--- config.mk ---
export PLATFORM = sky130hd
export DESIGN_NAME = bram_row_sched
export DESIGN_NICKNAME = d
export VERILOG_FILES = /design/src/rtl/bram_row_sched_pkg.sv /design/src/rtl/bram_row_sched_addr_gen.sv /design/src/rtl/bram_row_sched.sv
export SDC_FILE = /design/constraint.sdc
export NUM_CORES = 1
export LEC_CHECK = 0
export BUFFER_PORTS_ARGS = -buffer_cell sky130_fd_sc_hd__buf_4
export CORE_MARGIN = 1
export CORE_UTILIZATION = 31
export DETAILED_ROUTE_END_ITERATION = 12
export HOLD_SLACK_MARGIN = 0.08
export PLACE_DENSITY = 0.55
export REMOVE_ABC_BUFFERS = 1
export SYNTH_ARGS = -nofsm -noshare
export SYNTH_HDL_FRONTEND = slang
export SYNTH_SLANG_ARGS = --single-unit
export TNS_END_PERCENT = 20
--- constraint.sdc ---
create_clock -name clkb -period 8 [get_ports clkb]
set_input_delay 1.6 -clock clkb [delete_from_list [all_inputs] [get_ports clkb]]
set_output_delay 1.6 -clock clkb [all_outputs]
set_load 0.02 [all_outputs]
--- src/rtl/bram_row_sched_pkg.sv ---
// -----------------------------------------------------------------------------
// bram_row_sched_pkg
//   Shared definitions for the disparity-map row scheduler:
//   - default frame geometry (IMG_W, IMG_H, NUM_ROWS)
//   - the all-bytes write-enable constant for BRAM port A
//   - FSM state encoding
//   - slot_base(): start address of a row slot, built from additions only
// -----------------------------------------------------------------------------
package bram_row_sched_pkg;

  localparam int IMG_W_DEF    = 640;
  localparam int IMG_H_DEF    = 480;
  localparam int NUM_ROWS_DEF = 7;

  localparam logic [3:0] WE_ALL = 4'hF;

  typedef enum logic [2:0] {
    ST_IDLE   = 3'd0,
    ST_PRIME  = 3'd1,
    ST_KICK   = 3'd2,
    ST_WAIT   = 3'd3,
    ST_LOAD   = 3'd4,
    ST_FINISH = 3'd5
  } state_e;

  // Word address of the first pixel of a slot (slot * img_w) as a sum of
  // img_w terms, so no multiplier is inferred.
  function automatic logic [31:0] slot_base(input logic [2:0] slot,
                                            input int unsigned img_w);
    logic [31:0] acc;
    acc = 32'd0;
    for (int i = 0; i < 7; i++) begin
      if (3'(i) < slot) begin
        acc = acc + 32'(img_w);
      end
    end
    return acc;
  endfunction

endpackage

--- src/rtl/bram_row_sched_addr_gen.sv ---
// -----------------------------------------------------------------------------
// bram_row_addr_gen
//   Running BRAM port A address for the circular row window.
//   ptr = slot*IMG_W + col, kept incrementally: col wraps IMG_W-1 -> 0 and
//   advances slot; slot wraps NUM_ROWS-1 -> 0 and ptr returns to 0.
// Ports:
//   clkb, reset       clock, async active-high reset
//   clear             zero all counters (frame start)
//   step              one pixel accepted: advance col/slot/ptr
//   load, load_slot   realign counters to the start of slot load_slot
//   addr              current word address (ptr)
//   row_last          col is on the last pixel of the row
//   slot_last         slot is the last slot of the window
// -----------------------------------------------------------------------------
module bram_row_addr_gen
  import bram_row_sched_pkg::*;
#(
  parameter int IMG_W    = IMG_W_DEF,
  parameter int NUM_ROWS = NUM_ROWS_DEF,
  parameter int ADDR_W   = 32
) (
  input  logic              clkb,
  input  logic              reset,
  input  logic              clear,
  input  logic              step,
  input  logic              load,
  input  logic [2:0]        load_slot,
  output logic [ADDR_W-1:0] addr,
  output logic              row_last,
  output logic              slot_last
);

  localparam int CW = (IMG_W > 1) ? $clog2(IMG_W) : 1;

  logic [CW-1:0]     col_q, col_d;
  logic [2:0]        slot_q, slot_d;
  logic [ADDR_W-1:0] ptr_q, ptr_d;

  assign addr      = ptr_q;
  assign row_last  = (col_q == CW'(IMG_W - 1));
  assign slot_last = (slot_q == 3'(NUM_ROWS - 1));

  // Next-value logic for the col/slot/ptr counters.
  always_comb begin
    col_d  = col_q;
    slot_d = slot_q;
    ptr_d  = ptr_q;
    if (clear) begin
      col_d  = '0;
      slot_d = 3'd0;
      ptr_d  = '0;
    end else if (load) begin
      col_d  = '0;
      slot_d = load_slot;
      ptr_d  = ADDR_W'(slot_base(load_slot, IMG_W));
    end else if (step) begin
      if (row_last) begin
        col_d = '0;
        if (slot_last) begin
          slot_d = 3'd0;
          ptr_d  = '0;
        end else begin
          slot_d = slot_q + 3'd1;
          ptr_d  = ptr_q + ADDR_W'(1);
        end
      end else begin
        col_d = col_q + CW'(1);
        ptr_d = ptr_q + ADDR_W'(1);
      end
    end else begin
      col_d  = col_q;
      slot_d = slot_q;
      ptr_d  = ptr_q;
    end
  end

  // Counter registers.
  always_ff @(posedge clkb or posedge reset) begin
    if (reset) begin
      col_q  <= '0;
      slot_q <= 3'd0;
      ptr_q  <= '0;
    end else begin
      col_q  <= col_d;
      slot_q <= slot_d;
      ptr_q  <= ptr_d;
    end
  end

endmodule

--- src/rtl/bram_row_sched.sv ---
// -----------------------------------------------------------------------------
// bram_row_sched
//   Frame sequencer for the disparity-map BRAM and the bram_dm engine.
//   Primes a NUM_ROWS-row circular window from the pixel stream, kicks
//   bram_dm, and after every dm_done overwrites the oldest slot with the next
//   image row and kicks again, until IMG_H-NUM_ROWS+1 rows are produced.
// Ports:
//   clkb, reset              clock, async active-high reset
//   start, cfg_window        frame start (IDLE only), window size to latch
//   pix_valid/pix_data/pix_ready   input pixel stream handshake
//   ena, wea, addra, dina    BRAM port A write (1 cycle after accept)
//   go, window, base_slot    kick and context for bram_dm
//   dm_done                  bram_dm finished a row (honoured in WAIT only)
//   frame_done               one-cycle end-of-frame pulse
// -----------------------------------------------------------------------------
module bram_row_sched
  import bram_row_sched_pkg::*;
#(
  parameter int IMG_W    = IMG_W_DEF,
  parameter int IMG_H    = IMG_H_DEF,
  parameter int NUM_ROWS = NUM_ROWS_DEF,
  parameter int ADDR_W   = 32,
  parameter int DATA_W   = 32
) (
  input  logic              clkb,
  input  logic              reset,
  input  logic              start,
  input  logic [2:0]        cfg_window,
  input  logic              pix_valid,
  input  logic [DATA_W-1:0] pix_data,
  output logic              pix_ready,
  output logic              ena,
  output logic [3:0]        wea,
  output logic [ADDR_W-1:0] addra,
  output logic [DATA_W-1:0] dina,
  output logic              go,
  output logic [2:0]        window,
  output logic [2:0]        base_slot,
  input  logic              dm_done,
  output logic              frame_done
);

  localparam int RW = $clog2(IMG_H + 2);

  state_e            state_q, state_d;
  logic [RW-1:0]     rows_done_q, rows_done_d;
  logic [2:0]        window_q, window_d;
  logic [2:0]        base_slot_q, base_slot_d;
  logic              pix_ready_q, pix_ready_d;
  logic              go_q, go_d;
  logic              frame_done_q, frame_done_d;
  logic              ena_q, ena_d;
  logic [3:0]        wea_q, wea_d;
  logic [ADDR_W-1:0] addra_q, addra_d;
  logic [DATA_W-1:0] dina_q, dina_d;

  logic              accept;
  logic              ag_clear, ag_load;
  logic [ADDR_W-1:0] ag_addr;
  logic              ag_row_last, ag_slot_last;

  // pix_ready is a flop, so the handshake is a pure register AND input.
  assign accept = pix_valid && pix_ready_q;

  bram_row_addr_gen #(
    .IMG_W    (IMG_W),
    .NUM_ROWS (NUM_ROWS),
    .ADDR_W   (ADDR_W)
  ) u_addr_gen (
    .clkb      (clkb),
    .reset     (reset),
    .clear     (ag_clear),
    .step      (accept),
    .load      (ag_load),
    .load_slot (base_slot_q),
    .addr      (ag_addr),
    .row_last  (ag_row_last),
    .slot_last (ag_slot_last)
  );

  // Next-state, counters and registered-output decode.
  always_comb begin
    state_d     = state_q;
    rows_done_d = rows_done_q;
    window_d    = window_q;
    base_slot_d = base_slot_q;
    ag_clear    = 1'b0;
    ag_load     = 1'b0;

    case (state_q)
      ST_IDLE: begin
        if (start) begin
          window_d    = cfg_window;
          base_slot_d = 3'd0;
          rows_done_d = '0;
          ag_clear    = 1'b1;
          state_d     = ST_PRIME;
        end else begin
          state_d = ST_IDLE;
        end
      end
      ST_PRIME: begin
        if (accept && ag_row_last && ag_slot_last) begin
          state_d = ST_KICK;
        end else begin
          state_d = ST_PRIME;
        end
      end
      ST_KICK: begin
        state_d = ST_WAIT;
      end
      ST_WAIT: begin
        // Leaving WAIT on the first dm_done makes a held level count once.
        if (dm_done) begin
          rows_done_d = rows_done_q + RW'(1);
          if (rows_done_d == RW'(IMG_H - NUM_ROWS + 1)) begin
            state_d = ST_FINISH;
          end else begin
            ag_load = 1'b1;
            state_d = ST_LOAD;
          end
        end else begin
          state_d = ST_WAIT;
        end
      end
      ST_LOAD: begin
        if (accept && ag_row_last) begin
          base_slot_d = (base_slot_q == 3'(NUM_ROWS - 1)) ? 3'd0 : base_slot_q + 3'd1;
          state_d     = ST_KICK;
        end else begin
          state_d = ST_LOAD;
        end
      end
      ST_FINISH: begin
        state_d = ST_IDLE;
      end
      default: begin
        state_d = ST_IDLE;
      end
    endcase

    // Outputs decoded from the next state so they align with state_q.
    pix_ready_d  = (state_d == ST_PRIME) || (state_d == ST_LOAD);
    go_d         = (state_d == ST_KICK);
    frame_done_d = (state_d == ST_FINISH);

    ena_d   = accept;
    wea_d   = accept ? WE_ALL : 4'h0;
    addra_d = accept ? ag_addr : addra_q;
    dina_d  = accept ? pix_data : dina_q;
  end

  // State, counters and output registers.
  always_ff @(posedge clkb or posedge reset) begin
    if (reset) begin
      state_q      <= ST_IDLE;
      rows_done_q  <= '0;
      window_q     <= 3'd0;
      base_slot_q  <= 3'd0;
      pix_ready_q  <= 1'b0;
      go_q         <= 1'b0;
      frame_done_q <= 1'b0;
      ena_q        <= 1'b0;
      wea_q        <= 4'h0;
      addra_q      <= '0;
      dina_q       <= '0;
    end else begin
      state_q      <= state_d;
      rows_done_q  <= rows_done_d;
      window_q     <= window_d;
      base_slot_q  <= base_slot_d;
      pix_ready_q  <= pix_ready_d;
      go_q         <= go_d;
      frame_done_q <= frame_done_d;
      ena_q        <= ena_d;
      wea_q        <= wea_d;
      addra_q      <= addra_d;
      dina_q       <= dina_d;
    end
  end

  assign pix_ready  = pix_ready_q;
  assign go         = go_q;
  assign frame_done = frame_done_q;
  assign window     = window_q;
  assign base_slot  = base_slot_q;
  assign ena        = ena_q;
  assign wea        = wea_q;
  assign addra      = addra_q;
  assign dina       = dina_q;

endmodule

* Word level (Yosys, flattened, before mapping)
Index checks and enable logic that the tools add are counted.
** Cells by class
- $add $sub $neg :: 11
- $lt $le $gt $ge :: 7
- Eq/ne operators :: 15
- Multiplexer cells :: 52
- Reductions and logical operators :: 13
** Operators with widths (number)
- two-way mux 32 bit :: 23
- adder 32 x 10 -> 32 bit, second input constant :: 6
- two-way mux 10 bit :: 5
- adder 32 x 1 -> 32 bit, second input constant :: 1
- two-way mux 3 bit :: 10
- two-way mux 9 bit :: 2
- case mux 9 bit (2 select lines) :: 1
- == test 3 bit, second input constant :: 5
- case mux 3 bit (5 select lines) :: 1
- adder 10 x 1 -> 10 bit, second input constant :: 1
- == test 10 bit, second input constant :: 1
- adder 9 x 1 -> 9 bit, second input constant :: 1
- == test 3 x 2 -> 1 bit, second input constant :: 3
- == test 9 bit, second input constant :: 1
- less-than comparator 3 bit, first input constant :: 3
- two-way mux 1 bit :: 7
- adder 3 x 1 -> 3 bit, second input constant :: 2
- == test 3 x 1 -> 1 bit, second input constant :: 2
- less-than comparator 1 x 3 -> 1 bit, first input constant :: 2
- less-than comparator 2 x 3 -> 1 bit, first input constant :: 2
- inequality test 2 bit, second input constant :: 3
- case mux 3 bit (2 select lines) :: 1
- AND reduction 3 bit :: 2
- nonzero test 3 bit :: 2
- 7 further kinds :: 11
** Storage, ports and cells
- Register bits :: 135
- Bits of input ports :: 40
- Output and inout bits :: 78
- Word-level logic and storage cells :: 112

* Logic depth before layout (Yosys ltp)
- Depth in word-level cells :: 31
- Depth in mapped cells :: 9
- Depth with buffers taken out :: 7

* Hierarchy
A second synthesis with hierarchy kept.
** Unflattened totals
- Cells, all modules :: 599
- Area total of the unflattened synthesis :: 6532.5 um2
** Modules (own cells, without submodules)
- bram_row_sched :: instances 1, cells an instance 265, area an instance 3583.4 um2, sequential area each 2152.1 um2
- bram_row_addr_gen :: instances 1, cells an instance 334, area an instance 2949.1 um2, sequential area each 1126.1 um2

* Worst setup path after synthesis
OpenSTA, ideal clock, no wires.
- Kind :: input-to-reg
- Start :: in pix_valid
- End :: reg pix_ready_q, in the netlist pix_ready
- Setup time :: 122 ps
- Arrival :: 2838 ps
- Data required time :: 7878 ps
- Path slack :: 5040 ps
- Cell stages on the path :: 7
- Path buffers :: 1
- Path through :: nand2_1 -> or4_1 -> clkbuf_1 -> nor3_1 -> o21ai_0 -> nand3_1 -> a21oi_1
** On the way
- Longest elaborated chain between the ends :: 7
- Elaborated cells on any way between the ends :: 9
- Those cells by class :: 2 x eq/ne; 3 x mux; 4 x reduce/logical
** RTL lines
- from (decl) :: RTL line bram_row_sched.sv:29 : input logic pix_valid,
- logical AND 1 bit (*) :: RTL line bram_row_sched.sv:63 : assign accept = pix_valid && pix_ready_q;
- logical AND 1 bit (*) :: RTL line bram_row_sched.sv:103, bram_row_sched.sv:127
- logical AND 1 bit :: RTL line bram_row_sched.sv:103 : if (accept && ag_row_last && ag_slot_last) begin
- two-way mux 2 bit :: RTL line bram_row_sched.sv:103
- case mux 3 bit (5 select lines) (*) :: RTL line bram_row_sched.sv:90 : case (state_q)
- == test 3 x 1 -> 1 bit or == test 3 bit (tied branches) :: RTL line bram_row_sched.sv:143 : pix_ready_d = (state_d == ST_PRIME) || (state_d == ST_LOAD);
- logical OR 1 bit (*) :: RTL line bram_row_sched.sv:143
- via pix_ready_d :: RTL line bram_row_sched.sv:49 : logic pix_ready_q, pix_ready_d;
- to (signal assigned) :: RTL line bram_row_sched.sv:172 : pix_ready_q <= pix_ready_d;
- to (decl) :: RTL line bram_row_sched.sv:49
Mark *: on every way through the listed nets, which the timed path passes. The rest lies on a longest branch.
A chain may end at the register's enable or synchronous reset.

* Worst setup path in the final report
- Start :: in pix_valid
- End :: reg u_addr_gen.ptr_q[8], in the netlist u_addr_gen.addr[8]
** On the way
- Longest elaborated chain between the ends :: 2
** RTL lines
- logical AND 1 bit :: RTL line bram_row_sched.sv:63
- nonzero test 3 bit (no source line)
- to (signal assigned) :: RTL line bram_row_sched_addr_gen.sv:86 : ptr_q <= ptr_d;
- to (decl) :: RTL line bram_row_sched_addr_gen.sv:37 : logic [ADDR_W-1:0] ptr_q, ptr_d;
No other way between the ends.

==> run metrics <==
EDFF count, synth=0; Die Span Y=145 µm; dpl cells=1,080; commonest cells after routing, fill and taps aside=nand2_1 (243), dfrtp_1 (131), buf_4 (122), nor2_1 (53), o21ai_0 (44); largest family of logic cells by synthesized area=simple AND/OR/NAND/NOR gates; gr ovfl total=0; Arr. time, crit path=3.94 ns; vias in the first global route=5,118; minimum clock period=3.61 ns; Synth Area in XOR/XNOR=2.22%; largest net degree at the start of global routing=81; crit start category=input pin; Peak VDD IR=153 µV; mux cell area share after synthesis=0.496%; Max-cap violations=0; layout cell share with drive strength beyond 1=19.6%; Area Growth Syn to Fin=26.4%; Final Net Count=879; Core Area=0.0197 mm²; dpl ws=3.87 ns; antenna-violating nets left=0; Hold Path Sink=dina[3]$_DFFE_PP0P_; die width=145 µm; Initial Util=32.0%; Detailed Route Iter0 Violations=278; Reg-to-Reg Start=state_q[1]$_DFF_PP0_; count of warnings emitted by yosys=0; # port buffers=117; DR WL/cell=14.3 µm; Root Buffer=clkbuf_16; Hold Fails Final Rpt=0; final worst slack=4.39 ns; most common cell after layout, fill and taps aside=nand2_1; top_reg_cell synth=dfrtp_1; RSZ-0062 raised after global routing=no; worst skew pair latency=0.43 ns; IO Count=118; drt pass-1 iters=4; Hold Buf Count CTS=0; Avg Cell Area, Syn=8.57 µm²; post-synthesis adder-cell area fraction=0.992%; Setup CP Type=input pin to flip-flop; initial antenna violation count=0; clk buf depth=2; Yosys cell types=57; Worst EP required=8.33 ns; CTS tree=yes; CP Capture Type=flip-flop; Tightest Pin Transition=1.02 ns; Simple-Gate Fraction of Synth Area=28.4%; Residual DRC=0; hold path start=dina[3]$_DFFE_PP0P_; final cell count without fillers=1,112; # rows=51; total global-route track usage=15.9%; Setup Fix Bufs, Post-CTS=0; Mapped Cells=736; CTS H-tree lvls=4; Post-Route Skew=0.0154 ns; cts repair resizes=0; DR vias=5,357; # diodes=0; CTS buffer count=17; Vias/cell=4.82; post-synth design cell area=0.00630 mm²; outcome=complete, no violations; fmax=277 MHz; final setup fails=0; CP max FO=70; Slew Viols, Final=0; Design Area, Final=0.00797 mm²; internal reg-to-reg setup slack=5.03 ns; Synth Register Bits=131; Final Cycle Share=45.1%; Max-slew headroom=31.7%; asr flop ratio synth=100%; register area share after synthesis=52.0%; hold path depth=2; Compound-Gate Fraction of Synth Area=12.3%; worst r2r path cells=5; Worst Hold Class=flip-flop to flip-flop; Detailed Place HPWL=10,200 µm; gpl congestion=0.745; final WL=15,900 µm; first-pass GRT wire length=25,600 µm; Overall Power=1.75 mW; Post-DP Area=0.00738 mm²; Die Footprint=0.0209 mm²; clock sinks=131; setup TNS=0 ns; power per cell area=219 mW/mm²; Leak Pwr=3.88 nW; Worst-path clk slew=0.06 ns; R2R Path End=u_addr_gen.addr[29]$_DFFE_PP0P_
-- metrics by stage --
step | utilization [%] | hold WS [ns]
6_report | 40.4 | 0.472
5_1_grt | 40.4 | 0.495
4_1_cts | 40.4 | 0.479
3_5_place_dp | 37.5 | 0.464
3_3_place_gp | 37.5 | 0.460
2_1_floorplan | - | 0.460
-- registers in the layout (all words and copies together), names as in the netlist --
signal,count
pix_ready,1
dina,32
state_q,3
go,1
frame_done,1
addra,32
wea,1
u_addr_gen.addr,32
window,3
rows_done_q,9
u_addr_gen.slot_q,3
u_addr_gen.col_q,10
base_slot,3
-- worst max-delay path by stage --
| stage | depth (start not counted) | endpoint | start | slack (ns) |
|---|---|---|---|---|
| floorplan | 5 | u_addr_gen.addr[8]$_DFFE_PP0P_ | pix_valid | 2.52 |
| global placement | 7 | u_addr_gen.addr[8]$_DFFE_PP0P_ | pix_valid | 3.91 |
| detailed placement | 7 | u_addr_gen.addr[8]$_DFFE_PP0P_ | pix_valid | 3.87 |
| CTS | 7 | u_addr_gen.addr[8]$_DFFE_PP0P_ | pix_valid | 4.33 |
| global route | 7 | u_addr_gen.addr[8]$_DFFE_PP0P_ | pix_valid | 4.19 |
| finish | 7 | u_addr_gen.addr[8]$_DFFE_PP0P_ | pix_valid | 4.39 |
-- routing by layer --
metal / vias to the layer above / track usage [%] / share of wire (%)
met5: - / 0 / 0
met4: 0 / 6.04 / 1.2
met3: 13 / 3.68 / 5.8
met2: 133 / 25.4 / 45
met1: 2503 / 20.7 / 48
li1: 2708 / - / -
-- cell type report --
class	instances	area, µm²
Tap cell	265	332
Clock inverter	12	119
Multi-Input combinational cell	553	2820
Fill cell	2004	11700
Sequential cell	131	3280
Inverter	9	38.8
Clock buffer	20	467
Timing Repair Buffer	122	916
-- synth_stat cells (4+ instances only) --
library cell | instances | area share [%]
a21oi_1 | 27 | 2.1
a22oi_1 | 4 | 0.48
a311oi_1 | 7 | 0.97
a31oi_1 | 9 | 0.89
and2_1 | 6 | 0.60
and3_1 | 12 | 1.2
buf_4 | 4 | 0.48
clkbuf_1 | 34 | 2.0
dfrtp_1 | 131 | 52
ha_1 | 5 | 0.99
inv_1 | 9 | 0.54
nand2_1 | 244 | 15
nand3_1 | 23 | 1.8
nand4_1 | 10 | 0.99
nor2_1 | 53 | 3.2
nor2b_1 | 5 | 0.50
nor3_1 | 25 | 2.0
nor3b_1 | 6 | 0.71
nor4_1 | 5 | 0.50
o2111a_1 | 5 | 0.89
o21ai_0 | 44 | 3.5
or3_1 | 5 | 0.50
xnor2_1 | 7 | 0.97
xor2_1 | 9 | 1.3
-- where the power goes --
group          switching (mW)  leakage [nW]  internal [mW]
combinational           0.126          1.86         0.0867
clock                   0.318         0.292          0.458
sequential             0.0452          1.73          0.715
total                   0.489          3.88           1.26
-- critical path, stage by stage --
cell and delay [ns]:
buf_4 0.09, nand2_4 0.19, inv_2 0.24, buf_4 0.60, nand2_1 0.47, or3_1 0.47
a221oi_1 0.26
-- kinds of logic after synthesis --
| logic type | after synthesis |
|---|---|
| XOR/XNOR | 16 |
| multiplexers | 3 |
| flip-flops | 131 |
| AND/OR/NAND/NOR | 409 |
| buffers and inverters | 52 |
| AO/OA/AOI/OAI | 120 |
| adder cells (fa/ha/maj) | 5 |
Note: power is estimated with default switching activity, not from simulation.
